--- src/rtl/pipemem_arbiter_if.sv ---
// Bus bundle between the CPU MEM stage, the debug/loader port, the arbiter and the data memory.
`timescale 1ns/1ps
interface pipemem_arbiter_if #(
  parameter int AW = 32,
  parameter int DW = 32
);
  logic          c_req;
  logic          c_we;
  logic [AW-1:0] c_addr;
  logic [DW-1:0] c_din;
  logic          c_stall;
  logic          c_rvalid;
  logic [DW-1:0] c_dout;

  logic          d_req;
  logic          d_we;
  logic [AW-1:0] d_addr;
  logic [DW-1:0] d_din;
  logic          d_gnt;
  logic          d_rvalid;
  logic [DW-1:0] d_dout;

  logic          mem_we;
  logic [AW-1:0] mem_addr;
  logic [DW-1:0] mem_din;
  logic [DW-1:0] mem_dout;

  // Arbiter side: takes requests and memory read data, drives grants, returns and memory controls.
  modport slave (
    input  c_req, c_we, c_addr, c_din, d_req, d_we, d_addr, d_din, mem_dout,
    output c_stall, c_rvalid, c_dout, d_gnt, d_rvalid, d_dout, mem_we, mem_addr, mem_din
  );

  modport master (
    output c_req, c_we, c_addr, c_din, d_req, d_we, d_addr, d_din, mem_dout,
    input  c_stall, c_rvalid, c_dout, d_gnt, d_rvalid, d_dout, mem_we, mem_addr, mem_din
  );
endinterface

--- src/rtl/pipemem_arbiter.sv ---
// Two-port arbiter (CPU priority, starvation-protected debug port) in front of a
// single-port data memory with registered read data; routes each read result to its owner.
`timescale 1ns/1ps
module pipemem_arbiter #(
  parameter int AW       = 32,
  parameter int DW       = 32,
  parameter int MAX_WAIT = 4,
  parameter int CW       = 3
) (
  input  logic             clk,
  input  logic             clrn,
  pipemem_arbiter_if.slave bus
);

  typedef enum logic [1:0] {IDLE, RD_C, RD_D} state_t;

  state_t        r_state;
  logic [CW-1:0] r_wcnt;

  logic w_force;
  logic w_winD;
  logic w_winC;

  // Grants are qualified with clrn so nothing reaches memory or the requesters during reset.
  assign w_force = (r_wcnt >= CW'(MAX_WAIT));
  assign w_winD  = clrn & bus.d_req & (~bus.c_req | w_force);
  assign w_winC  = clrn & bus.c_req & ~w_winD;

  assign bus.d_gnt   = w_winD;
  assign bus.c_stall = clrn & bus.c_req & ~w_winC;

  assign bus.mem_we   = w_winD ? bus.d_we   : (w_winC & bus.c_we);
  assign bus.mem_addr = w_winD ? bus.d_addr : bus.c_addr;
  assign bus.mem_din  = w_winD ? bus.d_din  : bus.c_din;

  assign bus.c_rvalid = (r_state == RD_C);
  assign bus.d_rvalid = (r_state == RD_D);
  assign bus.c_dout   = bus.c_rvalid ? bus.mem_dout : '0;
  assign bus.d_dout   = bus.d_rvalid ? bus.mem_dout : '0;

  // Read-owner tracking and debug wait counter; a read granted now returns data next cycle.
  always_ff @(posedge clk or negedge clrn) begin
    if (!clrn) begin
      r_state <= IDLE;
      r_wcnt  <= '0;
    end else begin
      if (w_winC & ~bus.c_we)
        r_state <= RD_C;
      else if (w_winD & ~bus.d_we)
        r_state <= RD_D;
      else
        r_state <= IDLE;

      if (w_winD | ~bus.d_req)
        r_wcnt <= '0;
      else if (r_wcnt < CW'(MAX_WAIT))
        r_wcnt <= r_wcnt + 1'b1;
    end
  end

endmodule

--- src/flat_wrapper.sv ---
// flat-port wrapper written by rule: the top's interface ports become plain ports
module pipemem_arbiter_flat 
#(
  parameter int AW       = 32,
  parameter int DW       = 32,
  parameter int MAX_WAIT = 4,
  parameter int CW       = 3
)
  (clk, clrn, bus_c_req, bus_c_we, bus_c_addr, bus_c_din, bus_d_req, bus_d_we, bus_d_addr, bus_d_din, bus_mem_dout, bus_c_stall, bus_c_rvalid, bus_c_dout, bus_d_gnt, bus_d_rvalid, bus_d_dout, bus_mem_we, bus_mem_addr, bus_mem_din);
  pipemem_arbiter_if #(.AW(AW), .DW(DW)) bus_i ();
  input  logic clk;
  input  logic clrn;
  input wire logic [$bits(bus_i.c_req)-1:0] bus_c_req;
  input wire logic [$bits(bus_i.c_we)-1:0] bus_c_we;
  input wire logic [$bits(bus_i.c_addr)-1:0] bus_c_addr;
  input wire logic [$bits(bus_i.c_din)-1:0] bus_c_din;
  input wire logic [$bits(bus_i.d_req)-1:0] bus_d_req;
  input wire logic [$bits(bus_i.d_we)-1:0] bus_d_we;
  input wire logic [$bits(bus_i.d_addr)-1:0] bus_d_addr;
  input wire logic [$bits(bus_i.d_din)-1:0] bus_d_din;
  input wire logic [$bits(bus_i.mem_dout)-1:0] bus_mem_dout;
  output wire logic [$bits(bus_i.c_stall)-1:0] bus_c_stall;
  output wire logic [$bits(bus_i.c_rvalid)-1:0] bus_c_rvalid;
  output wire logic [$bits(bus_i.c_dout)-1:0] bus_c_dout;
  output wire logic [$bits(bus_i.d_gnt)-1:0] bus_d_gnt;
  output wire logic [$bits(bus_i.d_rvalid)-1:0] bus_d_rvalid;
  output wire logic [$bits(bus_i.d_dout)-1:0] bus_d_dout;
  output wire logic [$bits(bus_i.mem_we)-1:0] bus_mem_we;
  output wire logic [$bits(bus_i.mem_addr)-1:0] bus_mem_addr;
  output wire logic [$bits(bus_i.mem_din)-1:0] bus_mem_din;
  assign bus_i.c_req = bus_c_req;
  assign bus_i.c_we = bus_c_we;
  assign bus_i.c_addr = bus_c_addr;
  assign bus_i.c_din = bus_c_din;
  assign bus_i.d_req = bus_d_req;
  assign bus_i.d_we = bus_d_we;
  assign bus_i.d_addr = bus_d_addr;
  assign bus_i.d_din = bus_d_din;
  assign bus_i.mem_dout = bus_mem_dout;
  assign bus_c_stall = bus_i.c_stall;
  assign bus_c_rvalid = bus_i.c_rvalid;
  assign bus_c_dout = bus_i.c_dout;
  assign bus_d_gnt = bus_i.d_gnt;
  assign bus_d_rvalid = bus_i.d_rvalid;
  assign bus_d_dout = bus_i.d_dout;
  assign bus_mem_we = bus_i.mem_we;
  assign bus_mem_addr = bus_i.mem_addr;
  assign bus_mem_din = bus_i.mem_din;
  pipemem_arbiter #(.AW(AW), .DW(DW), .MAX_WAIT(MAX_WAIT), .CW(CW)) u_core (.clk(clk), .clrn(clrn), .bus(bus_i));
endmodule
--- config.mk ---
export PLATFORM = sky130hd
export DESIGN_NAME = pipemem_arbiter_flat
export DESIGN_NICKNAME = d
export VERILOG_FILES = /design/src/rtl/pipemem_arbiter_if.sv /design/src/rtl/pipemem_arbiter.sv /design/src/flat_wrapper.sv
export SDC_FILE = /design/constraint.sdc
export NUM_CORES = 1
export LEC_CHECK = 0
export BUFFER_PORTS_ARGS = -buffer_cell sky130_fd_sc_hd__buf_2
export CAP_MARGIN = 20
export CORE_AREA = 4 4 113 115
export DETAILED_ROUTE_END_ITERATION = 7
export DIE_AREA = 0 0 117 119
export HOLD_SLACK_MARGIN = 0.06
export PLACE_DENSITY = 0.54
export SKIP_CTS_REPAIR_TIMING = 1
export SYNTH_ARGS = -nofsm -noshare
export SYNTH_HDL_FRONTEND = slang
export SYNTH_SLANG_ARGS = --single-unit
--- constraint.sdc ---
create_clock -name clk -period 1.57 [get_ports clk]
set_input_delay 0.0785 -clock clk [delete_from_list [all_inputs] [get_ports clk]]
set_output_delay 0.0785 -clock clk [all_outputs]
set_load 0.02 [all_outputs]
==> impl_table.tex <==
\begin{tabular}{lr}
\hline
Metric & Value \\
\hline
\multicolumn{2}{l}{\textbf{Die}} \\
\quad Total Die Area & 13,900 µm² \\
\quad Die Ht & about 120 µm \\
\quad IO Count & 299 \\
\quad Total number of placement rows & 40 \\
\quad Area of the placeable core & between 10,000 and 15,000 µm² \\
\quad Horizontal die dimension & approximately 120 µm \\
\quad Initial core utilization & 0.143 \\
\multicolumn{2}{l}{\textbf{Clocking}} \\
\quad Level count of the clock H-tree & 1 \\
\quad Clock edge transition at the registers on the reported setup and hold paths & 0.03 ns \\
\quad Clk Latency, worst-skew pair & $\sim$0.23 ns \\
\quad Num CTS Buffers & 3 \\
\quad Library cell used as clock root buffer & sky130\_fd\_sc\_hd\_\_clkbuf\_16 \\
\quad Maximum number of buffers from clock root to sink & 2 \\
\quad TritonCTS clock tree & built \\
\quad CTS Sinks & 5 \\
\multicolumn{2}{l}{\textbf{Flow run}} \\
\quad Max\_cap viols & 0 \\
\multicolumn{2}{l}{\textbf{GRT}} \\
\quad GRT Residual Overflow & 0 \\
\quad Number of global-route vias before repair & about 2.2k \\
\quad Wire length of the first global-routing pass & approximately 12,000 µm \\
\quad GRT Util Overall & 0.103 \\
\quad Antenna violations before repair & 0 \\
\quad Largest net degree at the start of global routing & 37 \\
\multicolumn{2}{l}{\textbf{STA}} \\
\quad Worst relative slew slack & 0.828 \\
\quad Post-layout worst setup margin & -0.200 ns \\
\quad TNS Setup & -11.20 ns \\
\quad Transition time of the tightest slew-check pin & between 0.2 and 0.3 ns \\
\quad Setup violations, final & 65 \\
\quad RSZ-0062 raised after global routing & true \\
\quad Worst-case clock skew & 0.000779 ns \\
\quad Final hold violations & 0 \\
\quad Pins Over Slew Limit & 0 \\
\quad Tcrit/Tclk final & 1.13 \\
\quad Clock period minus final worst setup slack & approximately 1.8 ns \\
\quad Max Clock Freq & about 0.56 GHz \\
\multicolumn{2}{l}{\textbf{Logic synthesis}} \\
\quad Synthesized area divided by synthesized cell count & $\sim$10 µm² \\
\quad Sequential element share of the synthesized area & 0.0742 \\
\quad Proportion of netlist area held by the largest area contributor & 0.356 \\
\quad Syn. warnings & 0 \\
\quad Largest area contributor in the synthesized netlist & sky130\_fd\_sc\_hd\_\_mux2\_4 \\
\quad Area of the mapped netlist & about 1700 µm² \\
\quad Number of register bits inferred by synthesis & 5 \\
\quad Unique masters post-synth & 22 \\
\quad Top post-synthesis cells by area & sky130\_fd\_sc\_hd\_\_mux2\_4, sky130\_fd\_sc\_hd\_\_and2\_1, sky130\_fd\_sc\_hd\_\_mux2\_2, sky130\_fd\_sc\_hd\_\_dfrtp\_1, sky130\_fd\_sc\_hd\_\_buf\_12 \\
\quad Net count of the mapped netlist & around 340 \\
\quad Number of standard cells after synthesis & 168 \\
\multicolumn{2}{l}{\textbf{Place}} \\
\quad Inst Count DP & between 600 and 700 \\
\quad I/O Buffers & $\sim$300 \\
\quad Final RePlAce weighted congestion & 0.813 \\
\quad Detailed-placement wirelength estimate & roughly 7600 µm \\
\multicolumn{2}{l}{\textbf{Status}} \\
\quad Status & finished, violations left \\
\quad Violated checks & setup timing \\
\multicolumn{2}{l}{\textbf{Detailed routing}} \\
\quad Residual DRC count & 0 \\
\quad Post-detailed-routing wire length & between 9000 and 10,000 µm \\
\quad Remaining number of nets flagged by the antenna check after routing & 0 \\
\quad Routed vias/inst & 4.00 \\
\quad Vias after detailed routing & 2,510 \\
\quad First DRT Iteration DRCs & between 70 and 80 \\
\quad DRT Pass-1 Iters & 4 \\
\quad Routed WL per cell & between 15 and 20 µm \\
\multicolumn{2}{l}{\textbf{Layout}} \\
\quad Layout net count & 648 \\
\quad Ant diodes & 0 \\
\quad Final design utilization & 0.353 \\
\quad Layout cell share with drive strength beyond 1 & 0.808 \\
\quad Non-filler instance count after layout & about 630 \\
\quad Layout overhead on the synthesized area & 147\% \\
\quad Filler cells & around 1.2k \\
\multicolumn{2}{l}{\textbf{Critical path}} \\
\quad Setup slack on the worst flop-to-flop path & between 0.15 and 0.2 ns \\
\quad Sort of element at the start of the critical path & flip-flop \\
\quad Worst Path Max Fanout & 6 \\
\quad Category of the critical setup timing path & flip-flop to output port \\
\quad Setup crit end kind & output port \\
\quad Required time of the critical path & about 1.5 ns \\
\quad Arrival time of the worst setup path & 1.69 ns \\
\multicolumn{2}{l}{\textbf{Pwr}} \\
\quad Static leakage power & roughly 2.4 nW \\
\quad Pwr Total & 1.72 mW \\
\quad Worst supply voltage drop on vdd & about 0.00054 V \\
\quad P per Cell Area & 412 nW/µm² \\
\multicolumn{2}{l}{\textbf{Worst hold path}} \\
\quad HP Class & primary input to flip-flop \\
\hline
\end{tabular}
-- placed cells by master (no fill, tap or decap), types with 2 or more instances in the layout --
| cell | count |
|---|---|
| sky130_fd_sc_hd__buf_12 | 6 |
| sky130_fd_sc_hd__nand3_1 | 2 |
| sky130_fd_sc_hd__a21boi_0 | 2 |
| sky130_fd_sc_hd__nand3b_1 | 2 |
| sky130_fd_sc_hd__mux2_2 | 4 |
| sky130_fd_sc_hd__buf_2 | 234 |
| sky130_fd_sc_hd__nand2_1 | 2 |
| sky130_fd_sc_hd__buf_6 | 65 |
| sky130_fd_sc_hd__and2_1 | 65 |
| sky130_fd_sc_hd__buf_4 | 6 |
| sky130_fd_sc_hd__mux2_4 | 60 |
| sky130_fd_sc_hd__nor2b_1 | 3 |
| sky130_fd_sc_hd__clkbuf_16 | 9 |
| sky130_fd_sc_hd__dlygate4sd3_1 | 2 |
| sky130_fd_sc_hd__dfrtp_1 | 5 |
-- sequential cells by signal, indices dropped and copies added, names as in the netlist --
register / flops
u_core.r_wcnt: 3
u_core.r_state: 2
-- critical path, cell delays in order (launching register included) --
cell and delay (ns):
sky130_fd_sc_hd__dfrtp_1 0.37, sky130_fd_sc_hd__nand2b_4 0.14, sky130_fd_sc_hd__and3_4 0.20, sky130_fd_sc_hd__buf_12 0.15
sky130_fd_sc_hd__clkbuf_16 0.15, sky130_fd_sc_hd__mux2_4 0.31, sky130_fd_sc_hd__buf_6 0.14
-- stage by stage --
stage	hold slack (ns)	worst slack, ns	area [µm²]
finish	0.0347	-0.200	4170
global route	0.0616	-0.231	4170
CTS	-0.208	-0.222	3380
detailed placement	0.0297	0.0194	3300
global placement	0.0372	0.0534	3300
floorplan	-0.217	0.130	1690
-- worst paths after layout --
| kind | from | end | cells past startpoint |
|---|---|---|---|
| worst max-delay path | u_core.r_wcnt[2] | bus_mem_addr[0] | 6 |
| worst min-delay path | bus_c_we | u_core.r_state[0] | 2 |
| worst max register to register | u_core.r_wcnt[2] | u_core.r_state[1] | 6 |
| worst min register to register | u_core.r_wcnt[1] | u_core.r_wcnt[1] | 2 |
| max in group asynchronous | clrn | u_core.r_wcnt[2] | 3 |
| min in group asynchronous | clrn | u_core.r_wcnt[1] | 3 |
-- cell usage after synthesis, drive strengths merged --
master / instances
and2: 65
mux2: 64
buf: 7
clkbuf: 6
dfrtp: 5
nor2b: 3
a21boi: 2
nand2: 2
nand2b: 2
nand3: 2
nand3b: 2
a21oi: 1
and3: 1
ha: 1
nor2: 1
nor3b: 1
o21ai: 1
o22ai: 1
xor2: 1
-- per-layer routing --
metal  global-route usage  routed length, µm  share of wire  up-vias
met1                0.116               3630           0.37     1166
met2                0.198               5300           0.54      136
met5                    0                  0              0        -
li1                     -                  -              -     1196
met4               0.0215                124          0.013        0
met3               0.0158                760          0.077       12
-- power by group --
group	internal, mW	switching [mW]	leakage (nW)
logic	0.663	0.499	2.28
clock network	0.336	0.0780	0.0382
registers	0.137	0.00459	0.0672
total	1.14	0.582	2.39
-- final cells by class --
class / instances / area, µm² / share of cell area
well taps: 147 / 184 / 0.0441
clock buffers: 4 / 78.8 / 0.0189
multi-input cells: 150 / 1500 / 0.360
flip-flops and latches: 5 / 125 / 0.0300
repair buffers: 321 / 2280 / 0.547
-- cells by family after synthesis --
| group | count (synthesis) | synth area share |
|---|---|---|
| compound gates | 5 | 0.0185 |
| buf+inv | 13 | 0.0816 |
| fa+ha+maj | 1 | 0.00742 |
| xor+xnor | 1 | 0.00519 |
| flops | 5 | 0.0742 |
| simple gates | 79 | 0.297 |
| mux | 64 | 0.516 |
(Power assumes the default switching activity.)
